## src/rtl/edge_pkg.sv

```systemverilog
// Shared types for the edge event arbiter: per-line detector states and
// the arbiter handshake states.
package edge_pkg;

    typedef enum logic [1:0] {
        LOW  = 2'b00,
        EDGE = 2'b01,
        HIGH = 2'b10
    } det_state_t;

    typedef enum logic {
        IDLE  = 1'b0,
        OFFER = 1'b1
    } arb_state_t;

endpackage

```

## src/rtl/edge_detect.sv

```systemverilog
// Moore rising-edge detector for one synchronous level input.
// edge_pulse is high for exactly one cycle per 0->1 transition, one cycle
// after the clock edge that sampled the new high level.
//
// state | meaning
// ------+--------------------------------------------------------------
// LOW   | input last sampled low, armed for the next rising edge
// EDGE  | first cycle after a 0->1 transition, pulse is asserted
// HIGH  | input has stayed high, or reset (no event until it drops)
module edge_detect
    import edge_pkg::*;
(
    input  logic clk,
    input  logic rst_n,
    input  logic in,
    output logic edge_pulse
);

    det_state_t state;

    // State walk and registered pulse; reset parks in HIGH so a line held
    // high through reset does not look like a fresh edge.
    always_ff @(posedge clk or negedge rst_n) begin
        if (!rst_n) begin
            state      <= HIGH;
            edge_pulse <= 1'b0;
        end else if (!in) begin
            state      <= LOW;
            edge_pulse <= 1'b0;
        end else begin
            case (state)
                LOW: begin
                    state      <= EDGE;
                    edge_pulse <= 1'b1;
                end
                EDGE: begin
                    state      <= HIGH;
                    edge_pulse <= 1'b0;
                end
                HIGH: begin
                    state      <= HIGH;
                    edge_pulse <= 1'b0;
                end
                default: begin
                    state      <= HIGH;
                    edge_pulse <= 1'b0;
                end
            endcase
        end
    end

endmodule

```

## src/rtl/edge_event_arbiter.sv

```systemverilog
// Collects rising edges on N level inputs into per-line pending flags and
// offers them one at a time to a valid/ready consumer in round-robin order.
// A second edge on a line that is still pending is lost and flagged in the
// sticky overrun vector.
//
// state | meaning
// ------+--------------------------------------------------------------
// IDLE  | no offer outstanding; picks the next pending line if any
// OFFER | evt_valid high, evt_id frozen until the consumer accepts
module edge_event_arbiter
    import edge_pkg::*;
#(
    parameter int N   = 4,
    parameter int IDW = $clog2(N)
) (
    input  logic           clk,
    input  logic           rst_n,
    input  logic [N-1:0]   in,
    output logic           evt_valid,
    output logic [IDW-1:0] evt_id,
    input  logic           evt_ready,
    output logic [N-1:0]   pending,
    output logic [N-1:0]   overrun,
    input  logic           ovf_clr
);

    localparam int SW = IDW + 1;

    arb_state_t     state;
    logic [IDW-1:0] last_grant;
    logic [N-1:0]   edge_pulse;
    logic [N-1:0]   grant_clr;
    logic [SW-1:0]  rr_start;
    logic [IDW-1:0] rr_hi;
    logic [IDW-1:0] rr_lo;
    logic           rr_hit_hi;
    logic           rr_winner_unused;
    logic [IDW-1:0] rr_winner;

    for (genvar g = 0; g < N; g++) begin : g_det
        edge_detect u_det (
            .clk        (clk),
            .rst_n      (rst_n),
            .in         (in[g]),
            .edge_pulse (edge_pulse[g])
        );
    end

    // One-hot clear for the line whose offer is accepted this cycle.
    always_comb begin
        grant_clr = '0;
        for (int i = 0; i < N; i++) begin
            grant_clr[i] = evt_valid & evt_ready & (evt_id == IDW'(i));
        end
    end

    // Round-robin pick: lowest pending index at or above last_grant+1,
    // otherwise wrap to the lowest pending index overall.
    always_comb begin
        if (last_grant == IDW'(N - 1)) begin
            rr_start = '0;
        end else begin
            rr_start = {1'b0, last_grant} + SW'(1);
        end
        rr_hi            = '0;
        rr_lo            = '0;
        rr_hit_hi        = 1'b0;
        rr_winner_unused = 1'b0;
        for (int i = N - 1; i >= 0; i--) begin
            if (pending[i]) begin
                rr_lo            = IDW'(i);
                rr_winner_unused = 1'b1;
                if (SW'(i) >= rr_start) begin
                    rr_hi     = IDW'(i);
                    rr_hit_hi = 1'b1;
                end
            end
        end
        rr_winner = rr_hit_hi ? rr_hi : rr_lo;
    end

    // Pending and overrun flags; an accept and a new edge on the same line
    // in one cycle keep the line pending without counting as a loss, and a
    // new overrun beats a simultaneous clear.
    always_ff @(posedge clk or negedge rst_n) begin
        if (!rst_n) begin
            pending <= '0;
            overrun <= '0;
        end else begin
            pending <= (pending & ~grant_clr) | edge_pulse;
            overrun <= (overrun & ~{N{ovf_clr}}) | (edge_pulse & pending & ~grant_clr);
        end
    end

    // Offer FSM with registered evt_valid/evt_id; a new winner is only
    // latched from IDLE, so sustained throughput is one event per two cycles.
    always_ff @(posedge clk or negedge rst_n) begin
        if (!rst_n) begin
            state      <= IDLE;
            evt_valid  <= 1'b0;
            evt_id     <= '0;
            last_grant <= IDW'(N - 1);
        end else begin
            case (state)
                IDLE: begin
                    if (rr_winner_unused) begin
                        state     <= OFFER;
                        evt_valid <= 1'b1;
                        evt_id    <= rr_winner;
                    end else begin
                        evt_valid <= 1'b0;
                    end
                end
                OFFER: begin
                    if (evt_ready) begin
                        state      <= IDLE;
                        evt_valid  <= 1'b0;
                        last_grant <= evt_id;
                    end
                end
                default: begin
                    state     <= IDLE;
                    evt_valid <= 1'b0;
                end
            endcase
        end
    end

endmodule

```

## config.mk

```make
export PLATFORM = sky130hd
export DESIGN_NAME = edge_event_arbiter
export DESIGN_NICKNAME = d
export VERILOG_FILES = /design/src/rtl/edge_pkg.sv /design/src/rtl/edge_detect.sv /design/src/rtl/edge_event_arbiter.sv
export SDC_FILE = /design/constraint.sdc
export NUM_CORES = 1
export LEC_CHECK = 0
export BUFFER_PORTS_ARGS = -buffer_cell sky130_fd_sc_hd__clkbuf_2
export CAP_MARGIN = 30
export CORE_MARGIN = 2
export CORE_UTILIZATION = 51
export CTS_BUF_LIST = sky130_fd_sc_hd__clkbuf_16
export DETAILED_ROUTE_END_ITERATION = 6
export PLACE_DENSITY = 0.75
export SYNTH_ARGS = -nofsm -noshare
export SYNTH_HDL_FRONTEND = slang
export SYNTH_SLANG_ARGS = --single-unit
```

## constraint.sdc

```tcl
create_clock -name clk -period 1.7 [get_ports clk]
set_input_delay 0.085 -clock clk [delete_from_list [all_inputs] [get_ports clk]]
set_output_delay 0.085 -clock clk [all_outputs]
set_load 0.05 [all_outputs]
```

# == After elaboration in Yosys (flattened, before gate mapping) ==
# Index checks and enable logic that the tools add are counted.
# classes
addsub,1
magnitude_cmp,4
n_eq_ne,5
mux,47
bitwise,14
n_reduce_logical,7
# op_table
cell,n
2-bit 2-to-1 mux,21
1-bit 2-to-1 mux,23
4-bit AND,4
2-bit zero test,5
4-bit NOT,2
4-bit OR,2
"2-bit == test, second input constant",3
"1-bit by 3-bit greater-or-equal comparator with 1-bit output, first input constant",2
"2-bit by 3-bit greater-or-equal comparator with 1-bit output, first input constant",2
1-bit AND,5
1-bit one-hot mux with 2 select lines,2
2-bit AND reduction,2
"2-bit by 1-bit adder with 3-bit output, second input constant",1
3-bit 2-to-1 mux,1
"2-bit by 1-bit == test with 1-bit output, second input constant",1
"2-bit != test, second input constant",1
1-bit NOT,1
# totals
reg_bits,26
inputBits,8
out_inout_bits,11
wordCells,92

# == Depth between registers and ports, before layout ==
# Gate-level depths: netlist (run 1).
# depth
depth_word,12
ltp_mapped,6
mapped_depth_nobuf,6

# == By module ==
# From an unflattened synthesis (run 1), not the netlist that was laid out.
# hier_totals
hier_cells,77
area_unflattened_um2,930.9
# modules_own_cells
mod,n_inst,cells_each,area_per_inst_um2
edge_event_arbiter,1,61,645.6
edge_detect,4,4,71.3

# == Least setup slack after synthesis (run 1) ==
# OpenSTA, ideal clock, no wires.
# synth_path
kind,register to register
startpoint,register pending[3]
endpoint,register evt_id[0]
setup_ns,0.125
arrival_time_ns,1.422
setup_slack_ns,0.154
stages_incl_launch_ff,3
path_buffers,0
period_less_slack_ns,1.546
cell_sequence,dfrtp_1 -> o41ai_4 -> mux2_4
# synth_between
elab_chain_cells,8
word_cells_on_any_way,24
# synth_lines
item,line,rtl
start: declaration,edge_event_arbiter.sv:22,"output logic [N-1:0] pending,"
start signal: assignment,edge_event_arbiter.sv:90,pending <= (pending & ~grant_clr) | edge_pulse;
2-bit 2-to-1 mux / 1-bit 2-to-1 mux (equally long branches),edge_event_arbiter.sv:70,if (pending[i]) begin
2-bit 2-to-1 mux / 1-bit 2-to-1 mux (equally long branches),edge_event_arbiter.sv:73,if (SW'(i) >= rr_start) begin
2-bit 2-to-1 mux / 1-bit 2-to-1 mux (equally long branches),edge_event_arbiter.sv:70,
2-bit 2-to-1 mux / 1-bit 2-to-1 mux (equally long branches),edge_event_arbiter.sv:73,
2-bit 2-to-1 mux / 1-bit 2-to-1 mux (equally long branches),edge_event_arbiter.sv:70,
2-bit 2-to-1 mux / 1-bit 2-to-1 mux (equally long branches),edge_event_arbiter.sv:73,
2-bit 2-to-1 mux / 1-bit 2-to-1 mux (equally long branches),edge_event_arbiter.sv:70,
2-bit 2-to-1 mux,edge_event_arbiter.sv:79,rr_winner = rr_hit_hi ? rr_hi : rr_lo;
end signal: assignment,edge_event_arbiter.sv:109,evt_id <= rr_winner;
end: declaration,edge_event_arbiter.sv:20,"output logic [IDW-1:0] evt_id,"
# Parallel ways exist; a longest one is shown, timed or not.
# A chain may end at the register's enable or synchronous reset.

# == Worst setup path in the final report (run 1) ==
# layout_path
startpoint,register last_grant[0]
endpoint,register evt_id[0]
# layout_between
elab_chain_cells,12
word_cells_on_any_way,24
# layout_lines
item,line,rtl
start: declaration,edge_event_arbiter.sv:30,logic [IDW-1:0] last_grant;
start signal: assignment,edge_event_arbiter.sv:102,last_grant <= IDW'(N - 1);
start signal: assignment,edge_event_arbiter.sv:118,last_grant <= evt_id;
2-bit by 1-bit adder with 3-bit output / 2-bit == test (equally long branches),"edge_event_arbiter.sv:63, edge_event_arbiter.sv:60",
3-bit 2-to-1 mux (*),edge_event_arbiter.sv:60,if (last_grant == IDW'(N - 1)) begin
2-bit by 3-bit greater-or-equal comparator with 1-bit output,edge_event_arbiter.sv:73,
2-bit 2-to-1 mux / 1-bit 2-to-1 mux (equally long branches),edge_event_arbiter.sv:73,
2-bit 2-to-1 mux / 1-bit 2-to-1 mux (equally long branches),edge_event_arbiter.sv:70,
2-bit 2-to-1 mux / 1-bit 2-to-1 mux (equally long branches),edge_event_arbiter.sv:73,
2-bit 2-to-1 mux / 1-bit 2-to-1 mux (equally long branches),edge_event_arbiter.sv:70,
2-bit 2-to-1 mux / 1-bit 2-to-1 mux (equally long branches),edge_event_arbiter.sv:73,
2-bit 2-to-1 mux / 1-bit 2-to-1 mux (equally long branches),edge_event_arbiter.sv:70,
2-bit 2-to-1 mux / 1-bit 2-to-1 mux (equally long branches),edge_event_arbiter.sv:73,
2-bit 2-to-1 mux / 1-bit 2-to-1 mux (equally long branches),edge_event_arbiter.sv:70,
2-bit 2-to-1 mux (*),edge_event_arbiter.sv:79,
# Mark *: on every way between the ends. The rest lies on a longest branch, timed or not.

==> results of run 1 <==
-- layout by cell type, fill, tap and decap left out --
| cell type | Yosys | routed |
|---|---|---|
| bufinv_16 | 0 | 1 |
| dfstp_2 | 6 | 6 |
| nor3b_1 | 4 | 4 |
| a21oi_1 | 1 | 1 |
| clkbuf_2 | 0 | 18 |
| mux2_2 | 1 | 1 |
| dlygate4sd3_1 | 0 | 1 |
| nand3b_1 | 2 | 2 |
| nand2_1 | 9 | 9 |
| nand2b_1 | 1 | 1 |
| inv_1 | 11 | 11 |
| mux2_4 | 1 | 1 |
| nor4b_2 | 0 | 1 |
| a211o_1 | 1 | 1 |
| and2_2 | 1 | 1 |
| o21ai_0 | 9 | 9 |
| dfrtp_1 | 16 | 16 |
| o22ai_1 | 4 | 4 |
| o21a_1 | 4 | 4 |
| clkbuf_16 | 0 | 3 |
| nand3_1 | 1 | 1 |
| o41ai_4 | 1 | 1 |
| a22oi_1 | 1 | 1 |
| ha_1 | 2 | 2 |
-- state kept, by name, indices dropped and copies added (netlist names) --
register	flops
g_det.u_det.state	5
overrun	4
pending	4
g_det.u_det.edge_pulse	3
evt_id	2
last_grant	2
evt_valid	1
state	1
-- final timing paths --
kind,to,slack [ns],cells past startpoint
max,evt_id[0],0.12,6
min,g_det[0].u_det.state[1],0.008,2
max reg2reg,evt_id[0],0.12,6
min reg2reg,g_det[1].u_det.state[0],0.45,1
max in group asynchronous,last_grant[0],0.99,2
min in group asynchronous,evt_valid,0.34,2
-- power by group through the flow --
stage | Clock [mW] | Sequential [mW] | Combinational (mW)
after detailed placement | 0 | 0.908 | 0.952
after global placement | 0 | 0.894 | 0.926
after floorplan | 0 | 1.24 | 0.367
after CTS | 0.664 | 0.899 | 0.960
after global routing | 0.679 | 0.933 | 1.04
final | 0.652 | 0.903 | 0.957
-- timing repair --
action,4_1_cts,5_1_grt
endpoints found under the setup margin,0,1
hold buffers,1,0
hold endpoints to repair,16,0
resized for setup,0,1
-- worst reg2reg max path, delay by kind of cell (launching register included) --
family	cells	cell delay, ns
mux	1	0.27
buf+inv	1	0.05
compound gates	2	0.24
simple gates	1	0.16
fa+ha+maj	1	0.20
flops	1	0.55
-- logic make-up (layout without fill, tap and decap cells) --
logic type,count (synthesis),in the layout,synth area share [%]
muxes,2,2,2.90
buffers and inverters,11,34,4.56
and+or+nand+nor,19,19,11.7
AOI/OAI and AO/OA,21,21,16.4
adders and majority gates,2,2,2.76
DFF,22,22,61.6
-- routing by layer --
metal  wire length [µm]  share of wire, %  up-vias
met4                 22               1.3        0
met1                723                43      317
li1                   -                 -      314
met5                  0                 0        -
met3                 71               4.2        2
met2                857                51       14
-- metrics by stage --
stage               setup slack, ns  power, mW  util [%]  hold slack, ns  cells
finish                        0.117       2.51      67.4         0.00842    117
floorplan                     0.154       1.61         -          -0.211     77
global placement              0.184       1.82      60.2          0.0857    112
detailed placement            0.104       1.86      60.2          0.0886    112
CTS                          0.0869       2.52      67.0         0.00459    117
global route               -0.00164       2.65      67.4          0.0145    117
-- layout make-up --
cell class	count	share of cell area [%]
clock inverters	1	2.64
clock buffers	3	6.59
multi-input cells	44	27.5
flip-flops and latches	22	49.0
inverters	11	3.63
repair buffers	19	8.79
well taps	17	1.87
==> flow_summary_export.csv, run 1 <==
group,metric,value,unit
yosys,synth_most_common_cell,"dfrtp_1",
timing,min_period_over_period,93.1,%
finish,final_nets,111,
finish,seq_area,558,µm²
grt,grt_overflow,0,
yosys,synth_fp_nets,87,
finish,n_antenna_cell,0,
placed_design,dp_hpwl,1250,µm
yosys,yosysSeqAreaShare,61.6,%
detailed_routing,routed-via-count,647,
detailed_routing,avgViaCountPerCell,5.53,
clocking,cts.sinks,22,
timing,max_slew_margin,64.6,%
pwr,power.internal,1.48,mW
setup_path,cp-end-kind,"register",
yosys,synth.top_cell.area_share,44.2,%
detailed_routing,first_pass_iters,4,
yosys,synth_common_cells,"dfrtp_1, inv_1, nand2_1, o21ai_0, dfstp_2",
yosys,yosysWarnings,0,
timing,finalSetupTns,0,ns
yosys,postSynthCellCount,77,
setup_path,worstSetupStartpoint,"last_grant[0]",
detailed_routing,ant_nets,0,
detailed_routing,drt_iter0_drc,8,
clocking,cts_max_path_buffers,2,
finish,multi_input_area,313,µm²
yosys,synth_area,906,µm²
detailed_routing,drt-total-wl,1680,µm
yosys,synth.largest_area_cell,"dfrtp_1",
pwr,ir_drop,1320,µV
die,start_util,53.6,%
yosys,synth_area_leaders,"dfrtp_1, dfstp_2, o21ai_0, inv_1, nand2_1",
setup_path,crit_chain,"inv_1 > ha_1 > nand2b_1 > a22oi_1 > o21ai_0 > mux2_4",
setup_path,crit_slowest_cell,"dfstp_2",
grt,use_met2,32.8,%
die,die_w,46.1,µm
timing,finalHoldViolCount,0,
setup_path,max_stage_delay,0.55,ns
clocking,tritoncts,"done",
setup_path,worstPathArrival,1.72,ns
timing,max_clock_freq,632,MHz
pwr,p_switching,1.03,mW
timing,period_needed,1.58,ns
yosys,async_reset_ff_share,100,%
timing,setup_violations,0,
setup_path,worst-path-buf-inv,1,
clocking,cts_max_level,1,
grt,grt_pass1_vias,644,
clocking,cts_root_buf,"clkbuf_16",
grt,grtUsageMet1,20.7,%
grt,antenna_found_initial,0,
yosys,syn_avg_cell_area,11.8,µm²
timing,worstMarginPinSlew,0.532,ns
finish,drive_gt1_share,33.0,%
placed_design,place_congestion,0.774,
min_path,min_path_type,"input pin to register",
placed_design,portBuffers,18,
clocking,clkSlewWorstSetupHoldPaths,0.06,ns
setup_path,path_delay_family,"flip-flops",
finish,fin_area,1140,µm²
placed_design,place_area,1020,µm²
clocking,post-cts-setup-buffers,0,
setup_path,crit_type,"register to register",
pwr,p_leak,0.542,nW
die,core,1690,µm²
finish,syn2layout_area_growth,25.7,%
pwr,seq_power_share,35.9,%
pwr,swShare,41.0,%
yosys,synthFlopType,"dfrtp_1",
timing,maxSlewViolCount,0,
grt,grt_max_degree,23,
clocking,cts_made_buffers,3,
clocking,insertion_delay,0.25,ns
yosys,synth_edf_count,0,
grt,top_usage_layer,"met2",
die,pin_count,19,
setup_path,worstPathMaxFanout,3,
setup_path,crit_required,1.84,ns
min_path,min_from,"in[0]",
pwr,combPwrFrac,38.1,%
pwr,power_density,2210,nW/µm²
timing,finClkSkew,0.00199,ns
die,fp.dieH,46.1,µm
grt,grtUsageTotal,18.8,%
die,fp.dieArea,2130,µm²
detailed_routing,wire_per_inst,14.3,µm
flow_run,maxCapViolCount,0,
setup_path,r2r-start,"last_grant[0]",
grt,met3_usage,7.06,%
grt,grt_pass1_wl,2700,µm
yosys,synth_seq_cells,22,
finish,fillCellCount,134,
die,rows,15,
setup_path,crit_path_start_kind,"register",
yosys,synth_cell_types,20,
pwr,power.share.clock,26.0,%
detailed_routing,drc,0,
outcome,run_status,"completed",
Note: power is estimated with default switching activity, not from simulation.
==> run 2, diff against run 1 <==
--- a/config.mk
+++ b/config.mk
@@ -8,10 +8,12 @@
 export BUFFER_PORTS_ARGS = -buffer_cell sky130_fd_sc_hd__clkbuf_2
 export CAP_MARGIN = 30
 export CORE_MARGIN = 2
-export CORE_UTILIZATION = 51
+export CORE_UTILIZATION = 55
 export CTS_BUF_LIST = sky130_fd_sc_hd__clkbuf_16
 export DETAILED_ROUTE_END_ITERATION = 6
-export PLACE_DENSITY = 0.75
+export PLACE_DENSITY = 0.8
+export SETUP_SLACK_MARGIN = 0.05
 export SYNTH_ARGS = -nofsm -noshare
 export SYNTH_HDL_FRONTEND = slang
+export SYNTH_HIERARCHICAL = 1
 export SYNTH_SLANG_ARGS = --single-unit
==> constraint.sdc (replaced) <==
create_clock -name clk -period 2.05 [get_ports clk]
set_input_delay 0.1025 -clock clk [delete_from_list [all_inputs] [get_ports clk]]
set_output_delay 0.1025 -clock clk [all_outputs]
set_load 0.05 [all_outputs]
==> run 2 against run 1 <==
Largest cell class unchanged; wire length is 3.3% lower; total power is 22% lower; clock skew rose by 0.0011 ns; combinational power decreased by 18%.
==> flow_summary_export.csv, run 2 <==
group,metric,value,unit
outcome,run_status,"completed",
pwr,total_power,1.95,mW
finish,final_nets,111,
pwr,p_leak,0.536,nW
finish,top_register,"g_det.u_det/state",
yosys,synth_top_family_by_area,"compound AO/OA/AOI/OAI gates",
yosys,synth_cell_types,22,
flow_run,maxCapViolCount,0,
die,pin_count,19,
yosys,synth.largest_area_cell,"dfrtp_1",
yosys,yosysWarnings,6,
yosys,synth_common_cells,"dfrtp_1, inv_1, o21ai_0, nand2_1, dfstp_2",
grt,grt_max_degree,23,
timing,period_needed,1.64,ns
grt,grtUsageMet1,26.7,%
clocking,cts_resized,0,
placed_design,dp_hpwl,1210,µm
detailed_routing,drc,0,
timing,grt_setup_unrepaired,"no",
timing,worstMarginPinSlew,0.527,ns
timing,setup_violations,0,
detailed_routing,first_pass_iters,4,
finish,n_antenna_cell,0,
grt,met3_usage,4.80,%
clocking,insertion_delay,0.25,ns
die,fp.dieArea,2040,µm²
yosys,synth_area_leaders,"dfrtp_1, dfstp_2, nor3b_2, o21ai_0, inv_1",
detailed_routing,drt_iter0_drc,5,
timing,max_clock_freq,611,MHz
die,rows,14,
clocking,cts_max_level,1,
setup_path,worstPathMaxFanout,3,
setup_path,worstPathArrival,1.83,ns
grt,grt_overflow,0,
setup_path,crit_path_start_kind,"register",
finish,top_regs,"g_det.u_det/state (8), overrun (4), pending (4)",
die,fp.dieH,45.1,µm
clocking,ctsHoldBuffers,1,
grt,grt_pass1_wl,2730,µm
timing,finalSetupTns,0,ns
yosys,postSynthCellCount,77,
grt,grt_pass1_vias,602,
clocking,cts_made_buffers,3,
clocking,post-cts-setup-buffers,0,
pwr,ir_drop,1040,µV
finish,fillCellCount,102,
yosys,synthFlopType,"dfrtp_1",
yosys,synth_xor_area_share,0,%
grt,grtUsageTotal,19.3,%
placed_design,portBuffers,18,
finish,final_cells,116,
detailed_routing,routed-via-count,645,
timing,maxSlewViolCount,0,
finish,drive_gt1_share,35.0,%
finish,final_cell_mix,"clkbuf_2, dfrtp_1, inv_1",
placed_design,place_inst,111,
die,die_w,45.1,µm
die,core,1540,µm²
yosys,syn_avg_cell_area,12.1,µm²
detailed_routing,avgViaCountPerCell,5.56,
yosys,async_reset_ff_share,100,%
grt,use_met2,28.6,%
detailed_routing,drt-total-wl,1620,µm
finish,final_common_cell,"clkbuf_2",
placed_design,place_congestion,0.765,
finish,largest_register_ffs,8,
finish,fin_area,1130,µm²
yosys,synth_seq_cells,22,
yosys,synthAdderAreaFrac,2.69,%
yosys,synth_fp_nets,87,
grt,top_usage_layer,"met2",
yosys,synthMuxAreaShare,2.82,%
clocking,clkSlewWorstSetupHoldPaths,0.05,ns
finish,syn2layout_area_growth,21.4,%
setup_path,crit_required,2.25,ns
setup_path,cp-end-kind,"register",
clocking,cts_root_buf,"clkbuf_16",
yosys,synth-simple-area-share,14.2,%
min_path,min_path_type,"input pin to register",
timing,min_period_over_period,79.8,%
yosys,synth_area,931,µm²
setup_path,crit_type,"register to register",
placed_design,place_area,1040,µm²
clocking,cts.sinks,22,
yosys,synth_most_common_cell,"dfrtp_1",
clocking,cts_max_path_buffers,2,
yosys,synth_compound_area_share,16.3,%
yosys,synth_edf_count,0,
detailed_routing,wire_per_inst,14.0,µm
timing,finalHoldViolCount,0,
detailed_routing,ant_nets,0,
timing,max_slew_margin,64.8,%
timing,finClkSkew,0.00310,ns
yosys,synth.top_cell.area_share,43.0,%
finish,utilization,73.3,%
yosys,yosysSeqAreaShare,59.9,%
clocking,tritoncts,"done",
die,start_util,60.4,%
grt,antenna_found_initial,0,
pwr,power_density,1720,nW/µm²
-- run 2: cell types whose count changed after synthesis, sizes merged --
cell and delta:
a21o +1, inv -1, nand2 -1, nand3 +1, nand4 +1, o22ai -1
-- run 2: logic make-up after synthesis --
kind of cell	Yosys count
buf+inv	10
compound gates	21
mux	2
fa+ha+maj	2
simple gates	20
flops	22
-- run 2: worst paths after layout --
check                                         from                       to  slack, ns  depth (start not counted)
hold reg to reg            g_det[0].u_det/state[0]  g_det[0].u_det/state[0]       0.47                          1
max in group asynchronous                    rst_n  g_det[2].u_det/state[1]       1.33                          2
setup / recovery                     last_grant[0]                evt_id[0]       0.41                          6
hold / removal                               in[1]  g_det[1].u_det/state[1]       0.03                          2
min in group asynchronous                    rst_n  g_det[0].u_det/state[0]       0.35                          2
setup reg to reg                     last_grant[0]                evt_id[0]       0.41                          6
-- run 2: report_power, final --
group / internal, mW / switching [mW] / leakage [nW]
Combinational: 0.255 / 0.533 / 0.250
Clock: 0.260 / 0.141 / 0.0385
Sequential: 0.590 / 0.169 / 0.248
Total: 1.10 / 0.843 / 0.536
-- run 2: final cells by class --
type,count,area [µm²],area share (%)
clock buffers,3,75.1,6.64
well taps,16,20.0,1.77
multi-input cells,45,335,29.7
clock inverters,1,3.75,0.332
flip-flops and latches,22,558,49.4
inverters,10,37.5,3.32
repair buffers,19,100,8.86
-- run 2: per-layer routing --
metal  vias up  routed length, µm
met4         0                 34
li1        313                  -
met5         -                  0
met3         5                 69
met1       311                706
met2        16                810
-- run 2: per-stage QoR --
| stage | setup slack [ns] | hold slack, ns |
|---|---|---|
| 6_report | 0.415 | 0.0269 |
| 5_1_grt | 0.354 | 0.0282 |
| 4_1_cts | 0.435 | 0.0261 |
| 3_5_place_dp | 0.452 | 0.102 |
| 3_3_place_gp | 0.547 | 0.0969 |
| 2_1_floorplan | 0.499 | -0.193 |
-- run 2: critical path, stage by stage, from the launching register on --
cell and delay (ns):
dfstp_2 0.54, inv_1 0.04, ha_1 0.32, nor4b_1 0.30, nand2_1 0.10, o21ai_0 0.10, mux2_4 0.18
==> run 3, diff against run 2 <==
--- a/config.mk
+++ b/config.mk
@@ -8,10 +8,10 @@
 export BUFFER_PORTS_ARGS = -buffer_cell sky130_fd_sc_hd__clkbuf_2
 export CAP_MARGIN = 30
 export CORE_MARGIN = 2
-export CORE_UTILIZATION = 55
+export CORE_UTILIZATION = 46
 export CTS_BUF_LIST = sky130_fd_sc_hd__clkbuf_16
 export DETAILED_ROUTE_END_ITERATION = 6
-export PLACE_DENSITY = 0.8
+export PLACE_DENSITY = 0.71
 export SETUP_SLACK_MARGIN = 0.05
 export SYNTH_ARGS = -nofsm -noshare
 export SYNTH_HDL_FRONTEND = slang
==> constraint.sdc (replaced) <==
create_clock -name clk -period 1.37 [get_ports clk]
set_input_delay 0.0685 -clock clk [delete_from_list [all_inputs] [get_ports clk]]
set_output_delay 0.0685 -clock clk [all_outputs]
set_load 0.05 [all_outputs]
==> run 3 against run 2 <==
The run now ends with setup timing left; combinational power rose by 84%; global-route usage fell by 1.0 points; critical path type unchanged; fmax up 13%; largest cell class unchanged; first-iteration DRC count up 60%; via count up 6.4%.
==> flow_summary_export.csv, run 3 (synthesis gave the netlist of run 2 again) <==
group,metric,value,unit
outcome,run_status,"complete, but fails checks",
outcome,violations,"setup timing",
setup_path,crit_required,1.57,ns
die,rows,16,
setup_path,worst-path-buf-inv,1,
clocking,cts_root_buf,"clkbuf_16",
detailed_routing,first_pass_iters,4,
timing,period_needed,1.44,ns
setup_path,path_delay_family,"flip-flops",
placed_design,dp_hpwl,1260,µm
finish,n_antenna_cell,0,
die,core,1940,µm²
placed_design,portBuffers,18,
pwr,power_density,2640,nW/µm²
detailed_routing,drt-total-wl,1800,µm
die,die_w,49.0,µm
finish,top_regs,"g_det.u_det/state (8), overrun (4), pending (4)",
setup_path,reg2reg_depth,6,
clocking,insertion_delay,0.25,ns
clocking,cts_made_buffers,3,
min_path,worstHoldEndpoint,"overrun[3]",
finish,largest_register_ffs,8,
setup_path,crit_type,"register to register",
setup_path,crit_slowest_cell,"dfstp_2",
finish,top_register,"g_det.u_det/state",
min_path,min_from,"ovf_clr",
placed_design,pre_cts_ws,-0.143,ns
clocking,clkSlewWorstSetupHoldPaths,0.06,ns
pwr,ir_drop,1380,µV
grt,grtUsageTotal,18.2,%
finish,utilization,66.3,%
timing,max_slew_margin,64.7,%
timing,max_clock_freq,692,MHz
min_path,min_path_type,"input pin to register",
finish,final_common_cell,"clkbuf_2",
grt,antenna_found_initial,0,
die,pin_count,19,
min_path,hold_path_depth,2,
setup_path,max_stage_delay,0.53,ns
setup_path,cp_num_cells,6,
finish,drive_gt1_share,45.4,%
timing,grt_setup_unrepaired,"yes",
die,fp.dieH,49.0,µm
timing,min_period_over_period,105,%
clocking,cts_max_path_buffers,2,
timing,fin_hold_ws,0.0607,ns
setup_path,worstPathMaxFanout,3,
clocking,tritoncts,"done",
detailed_routing,drc,0,
setup_path,cp-end-kind,"register",
detailed_routing,routed-via-count,686,
die,fp.dieArea,2400,µm²
finish,final_cell_mix,"clkbuf_2, dfrtp_1, inv_1",
grt,grt_max_degree,23,
finish,final_nets,119,
clocking,cts.sinks,22,
setup_path,crit_chain,"inv_2 > ha_4 > nor4b_4 > nand2_1 > o21ai_1 > mux2_4",
timing,finalHoldViolCount,0,
placed_design,place_congestion,0.713,
setup_path,worstPathArrival,1.64,ns
flow_run,maxCapViolCount,0,
timing,setup_violations,1,
clocking,cts_max_level,1,
detailed_routing,wire_per_inst,13.3,µm
timing,worstMarginPinSlew,0.530,ns
die,start_util,47.9,%
setup_path,crit_path_start_kind,"register",
pwr,p_leak,0.595,nW
finish,fillCellCount,150,
setup_path,r2r_slack,-0.07,ns
detailed_routing,drt_iter0_drc,8,
setup_path,worst_r2r_endpoint,"evt_id[0]",
timing,fin_ws,-0.0741,ns
setup_path,r2r-start,"last_grant[0]",
timing,finClkSkew,0.00709,ns
clocking,post-cts-setup-buffers,0,
grt,grt_pass1_wl,3320,µm
grt,grt_overflow,0,
timing,maxSlewViolCount,0,
detailed_routing,ant_nets,0,
finish,syn2layout_area_growth,38.3,%
detailed_routing,avgViaCountPerCell,5.08,
grt,grt_pass1_vias,757,
run 3: cell types whose count changed in the layout (fill, tap and decap cells not counted), sizes merged:
cell	previous run	this run
buf	0	4
dlygate4sd3	1	5
bufinv	0	1
clkinv	1	0
run 3: power by group:
group	switching, mW	internal, mW	total, mW
Clock	0.229	0.580	0.808
Combinational	0.900	0.552	1.45
Sequential	0.255	0.889	1.14
Total	1.38	2.02	3.40
run 3: cell type report:
type / count / area [µm²] / area share (%)
sequential: 22 / 562 / 43.6
multi-input combinational: 45 / 379 / 29.4
timing repair buffer: 27 / 170 / 13.2
clock buffer: 3 / 75.1 / 5.83
inverter: 10 / 37.5 / 2.92
tap: 27 / 33.8 / 2.62
clock inverter: 1 / 30.0 / 2.33
run 3: stage by stage:
step,instance area (µm²),setup TNS [ns],cells,total power [mW]
finish,1290,-0.0741,135,3.40
global route,1290,-0.131,135,3.59
CTS,1280,-0.0872,135,3.41
detailed placement,1110,-0.158,126,2.49
global placement,1110,-0.0751,126,2.45
floorplan,955,-0.0964,77,2.09
run 3: metal layers:
metal / track usage [%] / routed length (µm)
met2: 32.6 / 963
met5: 0 / 0
met1: 21.2 / 783
met4: 9.05 / 13
met3: 2.76 / 35
run 3: worst register-to-register path: cells and delay by family (launching register included):
family	cells	cell delay, ns
buf+inv	1	0.04
flops	1	0.53
compound gates	1	0.09
fa+ha+maj	1	0.23
mux	1	0.16
simple gates	2	0.34
run 3: how the worst max path moves through the flow:
stage / startpoint / end / slack (ns)
after floorplan: last_grant[0] / evt_id[0] / -0.07
after global placement: last_grant[0] / evt_id[0] / -0.07
after detailed placement: last_grant[0] / evt_id[0] / -0.14
after CTS: last_grant[0] / evt_id[0] / -0.09
after global routing: last_grant[0] / evt_id[0] / -0.13
final: last_grant[0] / evt_id[0] / -0.07
run 3: repair_timing:
item / in CTS / in global routing
endpoints found under the setup margin: 2 / 3
hold endpoints to repair: 20 / 0
pin swaps: 5 / 3
gates resized for setup: 4 / 1
hold buffers: 5 / 0
